===== src/rtl/bus_timer_slave.sv =====
// Bus-mapped interval timer: CTRL/INTR/EXPR/COUNT registers, sticky expiry interrupt.
// rdy_ pulses low WAIT_STATES+1 cycles after accept; strobes are ignored until the FSM is back in IDLE.
module bus_timer_slave #(
  parameter int WAIT_STATES = 0
) (
  input  logic        clk,
  input  logic        reset,
  input  logic        cs_,
  input  logic        as_,
  input  logic        rw,
  input  logic [29:0] addr,
  input  logic [31:0] wr_data,
  output logic [31:0] rd_data,
  output logic        rdy_,
  output logic        irq
);

  typedef enum logic [1:0] {S_IDLE, S_WAIT, S_ACK} state_t;

  state_t      r_state;
  state_t      w_state_nxt;
  logic [3:0]  r_wcnt;
  logic [3:0]  w_wcnt_nxt;
  logic        r_start;
  logic        r_periodic;
  logic        r_flag;
  logic [31:0] r_expr;
  logic [31:0] r_count;
  logic [31:0] r_rd_data;
  logic [31:0] w_rd_mux;
  logic        w_accept;
  logic        w_wr;
  logic        w_expire;
  logic        w_unused_addr;

  assign w_accept      = !cs_ && !as_ && (r_state == S_IDLE);
  assign w_wr          = w_accept && !rw;
  assign w_expire      = r_start && (r_count == r_expr);
  assign w_unused_addr = &{1'b0, addr[29:2]};

  always_ff @(posedge clk or negedge reset) begin
    if (!reset) begin
      r_state <= S_IDLE;
      r_wcnt  <= 4'd0;
    end else begin
      r_state <= w_state_nxt;
      r_wcnt  <= w_wcnt_nxt;
    end
  end

  always_comb begin
    w_state_nxt = r_state;
    w_wcnt_nxt  = r_wcnt;
    case (r_state)
      S_IDLE: begin
        if (w_accept) begin
          if (WAIT_STATES == 0) begin
            w_state_nxt = S_ACK;
          end else begin
            w_state_nxt = S_WAIT;
            w_wcnt_nxt  = 4'(WAIT_STATES - 1);
          end
        end
      end
      S_WAIT: begin
        if (r_wcnt == 4'd0) w_state_nxt = S_ACK;
        else                w_wcnt_nxt  = r_wcnt - 4'd1;
      end
      S_ACK:   w_state_nxt = S_IDLE;
      default: w_state_nxt = S_IDLE;
    endcase
  end

  always_comb begin
    w_rd_mux = 32'd0;
    case (addr[1:0])
      2'd0: w_rd_mux = {30'd0, r_periodic, r_start};
      2'd1: w_rd_mux = {31'd0, r_flag};
      2'd2: w_rd_mux = r_expr;
      2'd3: w_rd_mux = r_count;
      default: w_rd_mux = 32'd0;
    endcase
  end

  // Bus writes take priority over the counter's own updates; expiry set beats a software clear.
  always_ff @(posedge clk or negedge reset) begin
    if (!reset) begin
      r_start    <= 1'b0;
      r_periodic <= 1'b0;
      r_flag     <= 1'b0;
      r_expr     <= 32'd0;
      r_count    <= 32'd0;
      r_rd_data  <= 32'd0;
    end else begin
      if (w_accept) r_rd_data <= rw ? w_rd_mux : 32'd0;

      if (w_wr && addr[1:0] == 2'd0) begin
        r_start    <= wr_data[0];
        r_periodic <= wr_data[1];
      end else if (w_expire && !r_periodic) begin
        r_start <= 1'b0;
      end

      if (w_expire)                                        r_flag <= 1'b1;
      else if (w_wr && addr[1:0] == 2'd1 && !wr_data[0])   r_flag <= 1'b0;

      if (w_wr && addr[1:0] == 2'd2) r_expr <= wr_data;

      if (w_wr && addr[1:0] == 2'd3) r_count <= wr_data;
      else if (w_expire)             r_count <= 32'd0;
      else if (r_start)              r_count <= r_count + 32'd1;
    end
  end

  assign rdy_    = (r_state != S_ACK);
  assign rd_data = (r_state == S_ACK) ? r_rd_data : 32'd0;
  assign irq     = r_flag;

endmodule


===== config.mk =====
export PLATFORM = sky130hd
export DESIGN_NAME = bus_timer_slave
export DESIGN_NICKNAME = d
export VERILOG_FILES = /design/src/rtl/bus_timer_slave.sv
export SDC_FILE = /design/constraint.sdc
export NUM_CORES = 1
export LEC_CHECK = 0
export BUFFER_PORTS_ARGS = -buffer_cell sky130_fd_sc_hd__buf_2
export CAP_MARGIN = 10
export CORE_ASPECT_RATIO = 0.7
export CORE_UTILIZATION = 45
export CTS_CLUSTER_SIZE = 25
export DETAILED_ROUTE_END_ITERATION = 10
export GPL_ROUTABILITY_DRIVEN = 0
export PLACE_DENSITY = 0.64
export SETUP_SLACK_MARGIN = 0.5
export SYNTH_ARGS = -nofsm -noshare
export SYNTH_HDL_FRONTEND = slang
export SYNTH_SLANG_ARGS = --single-unit

===== constraint.sdc =====
create_clock -name clk -period 2.45 [get_ports clk]
set_input_delay 0.245 -clock clk [delete_from_list [all_inputs] [get_ports clk]]
set_output_delay 0.245 -clock clk [all_outputs]
set_load 0.01 [all_outputs]

== After elaboration in Yosys (flattened, before gate mapping) ==
Cells that the tools add are included.
Storage, ports and cells
  logic and storage cells: 56
  bits of input ports: 67
  bits in registers: 105
Cells by class
  $add $sub $neg: 2
  muxes and demuxes: 13
  equality and inequality tests: 9
  bitwise logic cells: 1
  reductions and logical operators: 23
Operators by type and width (number)
  $mux 32: 5
  $pmux 32 s4: 1
  $add 32x1->32 const B: 1
  $eq 32x32->1: 1
  $logic_and 1x1->1: 10
  $eq 2x2->1 const B: 3
  $ne 2x2->1 const B: 3
  $logic_not 1->1: 5
  $eq 2x1->1 const B: 2
  $logic_not 2->1: 2
  $logic_not 4->1: 1
  $mux 1: 4
  $mux 2: 2
  $pmux 2 s2: 1
  $reduce_and 2->1: 2
  $reduce_bool 2->1: 2
  $sub 4x1->4 const B: 1
  $reduce_bool 3->1: 1
  $not 1->1: 1

== Logic depth before layout (Yosys ltp) ==
  word-level depth: 8
  gate-level depth with buffers: 9
  mapped depth without buffers: 7

== Worst setup path before layout ==
Ideal clock, no wire load.
  kind: register to register
  start point: register r_count[17]
  end point: register r_count[13]
  arrival: 1.838 ns
  path buffers: 3
  library setup time: 0.130 ns
  clock period less this slack: 1.968 ns
  slack: 0.482 ns
  cell stages (with the launch flop): 10
  cells stage by stage: dfrtp_1 -> buf_4 -> xor2_1 -> nor4_1 -> nand4_1 -> or3_1 -> buf_6 -> nor2_8 -> buf_8 -> a211oi_2
On the way
  cells in the longest elaborated chain, start to end: 4
Ends and longest elaborated chain
  start, declared: RTL line 28  | logic [31:0] r_count;
  start signal, assigned: RTL line 109  | if (w_wr && addr[1:0] == 2'd3) r_count <= wr_data;
  start signal, assigned: RTL line 111  | else if (r_start) r_count <= r_count + 32'd1;
  $eq 32x32->1 *: RTL line 38  | assign w_expire = r_start && (r_count == r_expr);
  $logic_and 1x1->1 *: RTL line 38
  $mux 32: RTL line 110  | else if (w_expire) r_count <= 32'd0;
  $mux 32: RTL line 109
Every way passes the cells marked *; elsewhere a longest branch is shown, timed or not.
A chain may end at the register's enable or synchronous reset.

== Final worst setup path ==
  start point: register r_count[9]
  end point: register r_count[15]
On the way
  cells in the longest elaborated chain, start to end: 4
Ends and longest elaborated chain (RTL line)
  $add 32x1->32 or $eq 32x32->1 (tied branches): 111, 38
  $mux 32 or $logic_and 1x1->1 (tied branches): 111, 38
  $mux 32: 110
  $mux 32: 109
Several ways; a longest one is shown, not always the timed one. The select of a mux whose other input is x is not followed.

==> results_dict.tcl <==
set metrics [dict create \
    leakagePower_nw 3.232 \
    fin_util 0.5689 \
    n_antenna_cell 0 \
    antenna_found_initial 0 \
    vias_per_cell 5.700 \
    crit_type "reg -> reg" \
    yosysUniqueCellTypes 44 \
    clk-insertion-delay-late_ns 0.35 \
    worst_pin_slew_ns 0.7518 \
    period_minus_slack_ns 2.005 \
    tns_ns 0 \
    drive_above_1_share 0.2985 \
    wl_per_cell_um 18.16 \
    die_area_sq_um 13110 \
    grt_pass1_vias 4511 \
    clockBufferDepth 2 \
    syn-cell-area_sq_um 5693 \
    cts_buffers 9 \
    layout_common_cells "93 x dfrtp_1, 71 x buf_2, 56 x nand2_1" \
    syn_inst 590 \
    firstDrtPassIters 5 \
    design_area_sq_um 6835 \
    ys_ff_latch 100 \
    period_share 0.8186 \
    synthesis.nets 658 \
    fillers 1097 \
    die_h_um 96.11 \
    layout_commonest_cell "dfrtp_1" \
    antenna_left 0 \
    cp-start-kind "register" \
    cp.required_ns 2.71 \
    power_density_nw_per_um2 754.6 \
    track_usage 0.2487 \
    grt_overflow 0 \
    nets 743 \
    rsz0062_at_grt "yes" \
    peakVddDrop_v 0.0004001 \
    start_util 0.4738 \
    slew_headroom 0.4988 \
    slew_viol_final 0 \
    finalSetupViolations 0 \
    ys_seq_area_frac 0.4396 \
    clock_skew_ns 0.01036 \
    syn_avg_cell_area_sq_um 9.649 \
    cts.htree.levels 3 \
    core_area_sq_um 12020 \
    grt_max_degree 58 \
    dp_hpwl_mm 11.08 \
    num_vias 4771 \
    status "completed" \
    placed_cells 805 \
    clkTransAtPathRegs_ns 0.07 \
    root_buffer "clkbuf_16" \
    worstPathMaxFanout 5 \
    end_kind "register" \
    fp.dieW_um 136.4 \
    placementRows 33 \
    maxCapViolCount 0 \
    clock-sinks 100 \
    routed_wl_mm 15.20 \
    area_growth_syn_to_layout_pct 20.07 \
    drt-initial-drc-count 339 \
    ys_warn_count 0 \
    hold_viol 0 \
    hold_path.class "in -> reg" \
    cts_tree "done" \
    crit_arrival_ns 2.27 \
    stdcell_count 837 \
    clock.fmax_mhz 498.6 \
    numPortBuffers 72 \
    io_pins 101 \
    place_area_sq_um 6266 \
    grt_pass1_wl_mm 24.36 \
    drcViolationCount 0 \
]
==> logic make-up after synthesis <==
family | after synthesis | synth area share
simple gates | 261 | 0.2435
flops | 100 | 0.4396
buf+inv | 47 | 0.04066
mux | 65 | 0.1240
fa+ha+maj | 1 | 0.002197
compound gates | 66 | 0.07319
xor+xnor | 50 | 0.07692
==> sequential cells by signal, indices dropped and copies added (netlist names) <==
signal and cells:
r_periodic 1, r_state 1, r_expr 32, irq 1, r_count 32, r_rd_data 32, r_start 1
==> final cells by class <==
cell class / count / area [sq um] / area share
Clock buffer: 10 / 239.0 / 0.03496
Clock inverter: 6 / 71.32 / 0.01043
Inverter: 4 / 15.01 / 0.002197
Multi-Input combinational cell: 443 / 3047 / 0.4457
Sequential cell: 100 / 2511 / 0.3674
Tap cell: 157 / 196.4 / 0.02874
Timing Repair Buffer: 117 / 755.7 / 0.1106
==> power breakdown <==
part / leakage (nW) / internal [mW] / switching [mW]
Clock: 0.146 / 0.829 / 0.645
Combinational: 1.84 / 0.612 / 0.780
Sequential: 1.25 / 1.96 / 0.333
==> worst max-delay path, cell delays in order (launching register included) <==
cell and delay, ns:
dfrtp_1 0.38, buf_6 0.12, nand4_1 0.23, buf_6 0.22, nor4_1 0.28, buf_4 0.19, nand3_1 0.10, xor2_1 0.18
a211oi_2 0.21
==> routing by layer <==
| layer | share of wire | GRT usage | up-vias | routed length (um) |
|---|---|---|---|---|
| li1 | - | - | 2245 | - |
| met1 | 0.51 | 0.3758 | 2343 | 7725 |
| met2 | 0.42 | 0.3604 | 163 | 6350 |
| met3 | 0.062 | 0.05108 | 20 | 948 |
| met4 | 0.011 | 0.05741 | 0 | 172 |
| met5 | 0 | 0 | - | 0 |
==> cell usage after synthesis <==
master	n	share of area
xor2_1	39	0.060
or4_1	2	0.0026
nor2_1	53	0.035
nor3_1	16	0.014
nand4_2	1	0.0022
nor2_4	1	0.0020
o31ai_1	7	0.0092
ha_1	1	0.0022
buf_6	3	0.0059
and2_1	35	0.038
a21oi_1	10	0.0088
a211oi_2	4	0.0088
buf_8	1	0.0026
o21ai_0	36	0.032
dfrtp_1	100	0.44
mux4_2	1	0.0040
nand2_1	56	0.037
nor4_1	20	0.022
xnor2_1	11	0.017
and4_1	2	0.0031
nand3b_1	2	0.0026
nor2_8	1	0.0035
nor4b_1	1	0.0015
o211ai_1	1	0.0013
and3_1	21	0.023
nand3_2	1	0.0018
or3_1	2	0.0022
mux2_2	34	0.067
o211a_1	6	0.011
or4_4	1	0.0020
clkbuf_1	23	0.015
nor2_2	1	0.0011
a22oi_1	1	0.0013
buf_4	2	0.0026
inv_2	1	0.00066
inv_1	3	0.0020
nand4_1	18	0.020
nand3_1	20	0.018
mux2i_1	30	0.053
buf_1	3	0.0020
buf_2	11	0.0097
nor3_2	6	0.011
o31a_1	1	0.0015
nand4b_1	1	0.0015
==> worst paths after layout <==
| check | startpoint | endpoint | slack, ns | depth (start not counted) |
|---|---|---|---|---|
| max | r_count[9]$_DFFE_PN0P_ | r_count[15]$_DFFE_PN0P_ | 0.44 | 8 |
| min in group asynchronous | reset | r_rd_data[9]$_DFFE_PN0N_ | 0.50 | 2 |
| min | wr_data[18] | r_count[18]$_DFFE_PN0P_ | 0.13 | 3 |
| max in group asynchronous | reset | r_count[22]$_DFFE_PN0P_ | 1.24 | 3 |
| min reg2reg | r_rd_data[4]$_DFFE_PN0N_ | r_rd_data[4]$_DFFE_PN0N_ | 0.47 | 2 |
| max reg2reg | r_count[9]$_DFFE_PN0P_ | r_count[15]$_DFFE_PN0P_ | 0.44 | 8 |
==> per-stage QoR <==
step / total power, mW / hold WS [ns] / setup WS (ns)
after floorplan: 3.100 / -0.05059 / 0.4847
after global placement: 3.511 / 0.3498 / 0.3076
after detailed placement: 3.564 / 0.3648 / 0.2298
after CTS: 5.137 / 0.1170 / 0.5036
after global routing: 5.440 / 0.1347 / 0.3283
final: 5.158 / 0.1257 / 0.4445
==> timing repair <==
item | 4_1_cts | 5_1_grt
resized for setup | 20 | 9
setup buffers | 12 | 3
hold endpoints to repair | 11 | 0
endpoints found under the setup margin | 23 | 33
pin swaps | 11 | 7
hold buffers | 1 | 0
Power figures use the tool's default switching activity.
